File: config.mk
export PLATFORM = sky130hd
export DESIGN_NAME = ipa_ctx_distrib
export DESIGN_NICKNAME = d
export VERILOG_FILES = /design/src/rtl/ipa_ctx_distrib.sv
export SDC_FILE = /design/constraint.sdc
export NUM_CORES = 1
export LEC_CHECK = 0
export ABC_AREA = 1
export CAP_MARGIN = 10
export CORE_MARGIN = 2
export CORE_UTILIZATION = 30
export CTS_CLUSTER_SIZE = 30
export DETAILED_ROUTE_END_ITERATION = 8
export HOLD_SLACK_MARGIN = 0.05
export MAX_ROUTING_LAYER = met4
export PLACE_DENSITY_LB_ADDON = 0.12
export SLEW_MARGIN = 20
export SYNTH_ARGS = -nofsm -noshare
export SYNTH_HDL_FRONTEND = slang
export SYNTH_SLANG_ARGS = --single-unit
File: constraint.sdc
create_clock -name Clk -period 6 [get_ports Clk]
set_input_delay 0.9 -clock Clk [delete_from_list [all_inputs] [get_ports Clk]]
set_output_delay 0.9 -clock Clk [all_outputs]
set_load 0.01 [all_outputs]
File: src/rtl/ipa_ctx_distrib.sv
// ipa_ctx_distrib
//
// Purpose: accepts context words streamed from the DMA, decodes the one-hot
// tile mask into a binary tile index, buffers the decoded entries in a small
// FIFO and replays them to the tile array one write at a time. After the
// Exec_En_i pulse marks the end of loading, the block waits for the buffer to
// drain and then issues a single exec_start_o pulse.
//
// Optional feature macro: IPA_CTX_MASK_CHK_EN
//   defined   : words with a zero mask, more than one mask bit set, or a mask
//               bit at or above NB_TILES are dropped and err_o becomes sticky.
//   undefined : every word is pushed, the lowest set mask bit is encoded
//               (all-zero mask -> index 0) and err_o is tied to 0.
//
// Ports:
//   Clk             in   single clock, rising edge
//   Reset           in   asynchronous, active-high reset
//   Write_En_i      in   context word valid (no backpressure)
//   Data_i[63:0]    in   context word
//   Addr_i[22:0]    in   [15:0] one-hot tile mask, [16] 1=constant,
//                        [22:17] local slot
//   Exec_En_i       in   load complete, start execution (one-cycle pulse)
//   tile_gnt_i      in   tile accepts the current write
//   tile_wr_o       out  tile write request
//   tile_sel_o      out  binary tile index
//   tile_is_const_o out  constant-memory write
//   tile_addr_o     out  local slot (constants use [3:0])
//   tile_data_o     out  write data
//   exec_start_o    out  one-cycle execution launch pulse
//   busy_o          out  buffer non-empty or launch still pending
//   ovf_o           out  sticky: word dropped because the buffer was full
//   err_o           out  sticky: word dropped because of a bad mask
//   dbg_state_o     out  current FSM state (0 IDLE, 1 LOAD, 2 DRAIN, 3 LAUNCH)
//
// Tile handshake: tile_wr_o is a valid that depends only on registered state.
// Once raised, tile_wr_o and the head entry on tile_sel_o/tile_is_const_o/
// tile_addr_o/tile_data_o stay stable until a cycle in which tile_gnt_i is
// also high; that cycle is the transfer and the next entry (if any) appears
// on the following cycle.

module ipa_ctx_distrib #(
  parameter int FIFO_DEPTH = 4,
  parameter int NB_TILES   = 16
) (
  input  logic        Clk,
  input  logic        Reset,
  input  logic        Write_En_i,
  input  logic [63:0] Data_i,
  input  logic [22:0] Addr_i,
  input  logic        Exec_En_i,
  input  logic        tile_gnt_i,
  output logic        tile_wr_o,
  output logic [3:0]  tile_sel_o,
  output logic        tile_is_const_o,
  output logic [5:0]  tile_addr_o,
  output logic [63:0] tile_data_o,
  output logic        exec_start_o,
  output logic        busy_o,
  output logic        ovf_o,
  output logic        err_o,
  output logic [1:0]  dbg_state_o
);

  localparam int AW = $clog2(FIFO_DEPTH);
  localparam logic [AW:0] DEPTH_C = FIFO_DEPTH[AW:0];

  typedef enum logic [1:0] {
    ST_IDLE   = 2'd0,
    ST_LOAD   = 2'd1,
    ST_DRAIN  = 2'd2,
    ST_LAUNCH = 2'd3
  } state_e;

  typedef struct packed {
    logic [3:0]  sel;
    logic        is_const;
    logic [5:0]  slot;
    logic [63:0] data;
  } entry_t;

  // ---------------------------------------------------------------------
  // Mask decode
  // ---------------------------------------------------------------------
  logic [15:0] mask;
  logic [3:0]  mask_idx;
  logic [15:0] legal_mask;
  logic        mask_ok;
  entry_t      new_entry;

  assign mask = Addr_i[15:0];

  // Scan from the top so the lowest set bit wins.
  always_comb begin
    mask_idx = 4'd0;
    for (int i = 15; i >= 0; i--) begin
      if (mask[i]) mask_idx = i[3:0];
    end
  end

  always_comb begin
    legal_mask = '0;
    for (int i = 0; i < 16; i++) begin
      legal_mask[i] = (i < NB_TILES);
    end
  end

`ifdef IPA_CTX_MASK_CHK_EN
  logic mask_single;
  assign mask_single = (mask != 16'd0) && ((mask & (mask - 16'd1)) == 16'd0);
  assign mask_ok     = mask_single && ((mask & ~legal_mask) == 16'd0);
`else
  logic legal_unused;
  assign legal_unused = ^legal_mask;
  assign mask_ok      = 1'b1;
`endif

  // Constant memory is only 16 deep, so the upper slot bits are cleared.
  always_comb begin
    new_entry.sel      = mask_idx;
    new_entry.is_const = Addr_i[16];
    new_entry.slot     = Addr_i[16] ? {2'b00, Addr_i[20:17]} : Addr_i[22:17];
    new_entry.data     = Data_i;
  end

  // ---------------------------------------------------------------------
  // FIFO
  // ---------------------------------------------------------------------
  entry_t        mem_q [FIFO_DEPTH];
  logic [AW-1:0] wr_ptr_q, wr_ptr_d;
  logic [AW-1:0] rd_ptr_q, rd_ptr_d;
  logic [AW:0]   count_q, count_d;
  logic          ovf_q;
  logic          empty, full, push, pop;
  entry_t        head;

  assign empty = (count_q == '0);
  assign full  = (count_q == DEPTH_C);
  assign pop   = !empty && tile_gnt_i;
  // A full buffer still takes a word when the head leaves in the same cycle.
  assign push  = Write_En_i && mask_ok && (!full || pop);

  always_comb begin
    wr_ptr_d = wr_ptr_q;
    rd_ptr_d = rd_ptr_q;
    count_d  = count_q;
    if (push) wr_ptr_d = wr_ptr_q + 1'b1;
    if (pop)  rd_ptr_d = rd_ptr_q + 1'b1;
    if (push && !pop)      count_d = count_q + 1'b1;
    else if (!push && pop) count_d = count_q - 1'b1;
  end

  always_ff @(posedge Clk or posedge Reset) begin
    if (Reset) begin
      wr_ptr_q <= '0;
      rd_ptr_q <= '0;
      count_q  <= '0;
      ovf_q    <= 1'b0;
    end else begin
      wr_ptr_q <= wr_ptr_d;
      rd_ptr_q <= rd_ptr_d;
      count_q  <= count_d;
      if (Write_En_i && mask_ok && !push) ovf_q <= 1'b1;
    end
  end

  // Storage needs no reset: it is only observed while count_q says it is valid.
  always_ff @(posedge Clk) begin
    if (push) mem_q[wr_ptr_q] <= new_entry;
  end

`ifdef IPA_CTX_MASK_CHK_EN
  logic err_q;
  always_ff @(posedge Clk or posedge Reset) begin
    if (Reset) err_q <= 1'b0;
    else if (Write_En_i && !mask_ok) err_q <= 1'b1;
  end
  assign err_o = err_q;
`else
  assign err_o = 1'b0;
`endif

  // ---------------------------------------------------------------------
  // Launch sequencing
  // ---------------------------------------------------------------------
  state_e state_q;
  logic   exec_start_q;

  always_ff @(posedge Clk or posedge Reset) begin
    if (Reset) begin
      state_q      <= ST_IDLE;
      exec_start_q <= 1'b0;
    end else begin
      exec_start_q <= 1'b0;
      case (state_q)
        ST_IDLE: begin
          if (Exec_En_i) begin
            // Nothing to deliver: launch straight away.
            if (empty && !push) begin
              state_q      <= ST_LAUNCH;
              exec_start_q <= 1'b1;
            end else begin
              state_q <= ST_DRAIN;
            end
          end else if (push) begin
            state_q <= ST_LOAD;
          end
        end
        ST_LOAD: begin
          if (Exec_En_i) state_q <= ST_DRAIN;
        end
        ST_DRAIN: begin
          // Late pushes keep the block here until they have been delivered.
          if (empty && !push) begin
            state_q      <= ST_LAUNCH;
            exec_start_q <= 1'b1;
          end
        end
        ST_LAUNCH: begin
          state_q <= ST_IDLE;
        end
        default: state_q <= ST_IDLE;
      endcase
    end
  end

  // ---------------------------------------------------------------------
  // Outputs
  // ---------------------------------------------------------------------
  assign head            = mem_q[rd_ptr_q];
  assign tile_wr_o       = !empty;
  assign tile_sel_o      = empty ? 4'd0  : head.sel;
  assign tile_is_const_o = empty ? 1'b0  : head.is_const;
  assign tile_addr_o     = empty ? 6'd0  : head.slot;
  assign tile_data_o     = empty ? 64'd0 : head.data;
  assign exec_start_o    = exec_start_q;
  assign busy_o          = (state_q != ST_IDLE) || !empty;
  assign ovf_o           = ovf_q;
  assign dbg_state_o     = state_q;

endmodule
Yosys cells after proc, flatten, opt, wreduce, memory -nomap -nowiden:

Memories as Yosys holds them, arrays and structs flattened.
Index checks and enable logic that the tools add are counted.

* bits in registers: 11
* latch bits: 0
* RAM bits: 300
* memory bits (read-only): 0
* output and inout bits: 82
* memories kept: 1

Memory list
* mem_q: words 4, width 75, read ports 1, clocked after memory_dff 0, wr ports 1, RTL line 128 `entry_t mem_q [FIFO_DEPTH];`

* add/sub/neg operators: 4
* multipliers: 0
* divide/modulo/power cells: 0
* order comparisons: 0
* eq/ne operators: 7
* shifts and indexed selects: 0
* mux-type cells: 34
* bitwise gates (word level): 0
* reduce and logical (&&, ||, !) cells: 17

Operator list (count)
* $mux 4: 17
* $mux 64: 1
* $mux 6: 2
* $mux 2: 4
* $pmux 2 s4: 1
* $logic_and 1x1->1: 6
* $mux 1: 6
* $mux 3: 2
* $add 2x1->2 const B: 2
* $eq 2x2->1 const B: 2
* $logic_not 1->1: 4
* $ne 2x2->1 const B: 2
* $reduce_bool 2->1: 2
* $add 3x1->3 const B: 1
* $eq 3x3->1 const B: 1
* $logic_not 3->1: 1
* $ne 3x3->1 const B: 1
* $reduce_and 3->1: 1
* $sub 3x1->3 const B: 1
* $eq 2x1->1 const B: 1
* $logic_not 2->1: 1
* $logic_or 1x1->1: 2
* $pmux 1 s2: 1

Depth between registers and ports, before layout:

* depth in word-level cells: 16
* depth in mapped cells: 15
* gate-level depth less buffers: 15

Least setup slack after synthesis:

Ideal clock, no wire load.

* path kind: input to register
* from: input port tile_gnt_i
* to: memory mem_q[0][0] (netlist bit), enable pin
* data arrival time: 4.132 ns
* required time: 5.491 ns
* setup slack: 1.360 ns
* stages on the path: 2
* buffers on the path: 0
* cell sequence: o31ai_4 > nor2_1

* cells in the longest elaborated chain, start to end: 5

RTL lines
* start, declared: RTL line 51 `input logic tile_gnt_i,`
* $logic_and 1x1->1: RTL line 138 `assign pop = !empty && tile_gnt_i;`
* $logic_or 1x1->1: RTL line 140 `assign push = Write_En_i && mask_ok && (!full || pop);`
* $logic_and 1x1->1: RTL line 140
* $mux 1: RTL line 168 `if (push) mem_q[wr_ptr_q] <= new_entry;`
* $mux 1 (not written as such): RTL line 168
* end, declared: RTL line 128

Every way passes these cells.

Worst setup path after layout:

* from: register rd_ptr_q[0]
* to: output port tile_is_const_o

* cells in the longest elaborated chain, start to end: 2

RTL lines
* start, declared: RTL line 130 `logic [AW-1:0] rd_ptr_q, rd_ptr_d;`
* start signal, assigned: RTL line 160 `rd_ptr_q <= rd_ptr_d;`
* $mem_v2 4x75
* $mux 1: RTL line 232 `assign tile_is_const_o = empty ? 1'b0 : head.is_const;`
* end, declared: RTL line 54 `output logic tile_is_const_o,`

Every way passes these cells.

==> flow_summary.toml <==
[place]
gp_congestion = 0.7268
pre_cts_ws_ns = 1.851
placed_cells = 1671
hpwl_mm = 18.29
io_buffer_count = 172
place_area_sq_um = 14730

[job]
maxCapViolCount = 0

[route]
met3_length_mm = 1.235
routed_via_density = 4.617
met1_length_mm = 14.74
finalWirelength_mm = 31.65
wl_per_cell_um = 18.24
drt_iter0_drc = 538
met2_length_mm = 14.98
post-route-drc-count = 0
highest_layer = "met4"
via_count = 8010
drt_first_pass_iters = 5
drtAntennaViolNets = 0

[floorplan]
start_util = 0.3038
io_pins = 174
fp.dieH_um = 207.3
row_count = 74
die_x_um = 207.3
design.die.area_sq_um = 42990
core_area_sq_um = 40830

[timing]
final-hold-violation-count = 0
fin_setup_tns_ns = 0
fin_skew_ns = 0.01448
fin_crit_sh = 0.7611
fmax_mhz = 219.0
setup_viol = 0
fin_crit_ns = 4.567
setup_ws_ns = 1.433
worst_pin_slew_ns = 1.086
final-max-slew-violation-count = 0
slew_headroom = 0.2758
rsz0062_at_grt = "false"

[clock_network]
root_buffer = "clkbuf_16"
cts.sinks = 311
cts_setup_buffers = 0
cts-resized-gates = 0
tritoncts = "built"
cts_max_level = 2
hold_buffers = 0
clkSlewWorstSetupHoldPaths_ns = 0.06
cts.path.max_buffers = 3
clk_latency_ns = 0.52
numCtsBuffers = 37

[status]
status = "complete, no violations"

[grt]
grt_overflow_total = 0
antenna_found_initial = 0
grt_max_degree = 122
grt_pass1_wl_mm = 48.82
grt_usage = 0.1503
grt_pass1_vias = 8199

[layout]
nNetsFinal = 1279
drive_gt1_frac = 0.06484
final_cell_mix = "nor2_1 (311), edfxtp_1 (300), clkdlybuf4s50_1 (172)"
diodes = 0
finalNonFillerCells = 1735
area_growth_pct = 28.53
final_area_sq_um = 15940
final_common_cell = "nor2_1"

[power]
internal_power_mw = 5.568
ir_worst_vdd_mv = 0.3021
seqPwrFrac = 0.367
pwr-share-comb = 0.374
power.share.clock = 0.259
p_sw_mw = 2.957
swShare = 0.3469
p_total_mw = 8.525
power_leakage_nw = 5.435
power.density_nw_per_um2 = 534.7

[logic_synthesis]
synth_area_leaders = "edfxtp_1 (73%), nor2_1 (9.5%), o21ai_0 (6.2%)"
syn_area_per_cell_sq_um = 12.27
synth_area_sq_um = 12400
synth_top_area_frac = 0.7262
syn_nets = 1112
yosysWarnings = 0
synth-seq-cells = 311
synth_cell_type_count = 31
netlist_instances = 1011
ys_seq_area_frac = 0.7484
yosysTopAreaCell = "edfxtp_1"

[worst_setup_path]
end_kind = "output port"
critical_path_arrival_ns = 3.67
r2r_start = "count_q[0]"
crit_type = "reg -> out"
critPathMaxFanout = 84
r2r_end = "count_q[2]"
critPathLaunchType = "register"
rrSetupSlack_ns = 3.30
required_ns = 5.10
rr_worst_depth = 11

[hold_path]
min-delay-start = "ovf_o"
hold_end = "ovf_o"
hold_class = "reg -> reg"
hold_path_depth = 2
==> critical path, stage by stage, from the launching register on <==
cell and delay (ns):
dfrtp_4 0.94, buf_4 0.84, nor2_1 0.11, nor2_1 0.11, o21ai_0 0.10, a21oi_1 0.33, clkdlybuf4s50_1 0.61
==> metal layers <==
layer,global-route usage,vias up
met3,0.02103,43
li1,-,3875
met4,0.04310,0
met1,0.2003,3910
met2,0.2401,182
met5,-,-
==> layout make-up <==
cell class / instances / area [sq um]
multi-input combinational: 604 / 2771
clock inverter: 21 / 226.5
inverter: 38 / 148.9
sequential: 311 / 9291
tap: 532 / 665.6
fill: 3907 / 24890
clock buffer: 43 / 979.7
timing repair buffer: 186 / 1859
==> worst max path at each step <==
stage	startpoint	to	slack, ns
after global placement	rd_ptr_q[0]	tile_addr_o[4]	1.87
after CTS	rd_ptr_q[0]	tile_addr_o[4]	1.30
final	rd_ptr_q[0]	tile_is_const_o	1.43
after floorplan	tile_gnt_i	mem_q[0][0]	1.36
after detailed placement	rd_ptr_q[0]	tile_addr_o[4]	1.85
after global routing	rd_ptr_q[0]	tile_is_const_o	1.16
==> power by group through the flow <==
| stage | registers, mW | logic (mW) | clock network (mW) |
|---|---|---|---|
| 4_1_cts | 3.14 | 3.28 | 2.27 |
| 3_5_place_dp | 3.18 | 3.26 | 0 |
| 6_report | 3.13 | 3.19 | 2.21 |
| 5_1_grt | 3.19 | 3.53 | 2.36 |
| 2_1_floorplan | 3.02 | 1.76 | 0 |
| 3_3_place_gp | 3.18 | 3.26 | 0 |
==> Yosys cell counts (all sizes together) <==
cell    count
nor2      316
edfxtp    300
o21ai     155
a21oi      78
inv        38
clkbuf     33
buf        25
nand2      24
dfrtp      11
ha          8
nand3       5
xor2        4
or2         2
a211oi      1
a21boi      1
a31oi       1
conb        1
fa          1
mux2        1
nand4       1
nor3        1
nor4        1
o31ai       1
o41ai       1
xnor2       1
==> logic make-up (layout without fill, tap and decap cells) <==
kind of cell	count (synthesis)	after routing	synth area share
AND/OR/NAND/NOR	350	350	0.1077
buffers and inverters	96	288	0.03097
other	1	1	0.0003023
multiplexers	1	1	0.0009077
XOR/XNOR	5	5	0.003530
adder cells (fa/ha/maj)	9	9	0.009684
flip-flops	311	311	0.7484
AO/OA/AOI/OAI	238	238	0.09845
==> registers in the layout (all words and copies together) (netlist names) <==
name and cells:
rd_ptr_q 2, count_q 3, dbg_state_o 2, wr_ptr_q 2
mem_q 300, exec_start_o 1, ovf_o 1
==> per-stage QoR <==
step | util | hold slack [ns]
2_1_floorplan | - | 0.4973
3_3_place_gp | 0.3602 | 0.4953
3_5_place_dp | 0.3609 | 0.4929
4_1_cts | 0.3904 | 0.5111
5_1_grt | 0.3905 | 0.5490
6_report | 0.3905 | 0.4864
Power figures use the tool's default switching activity.
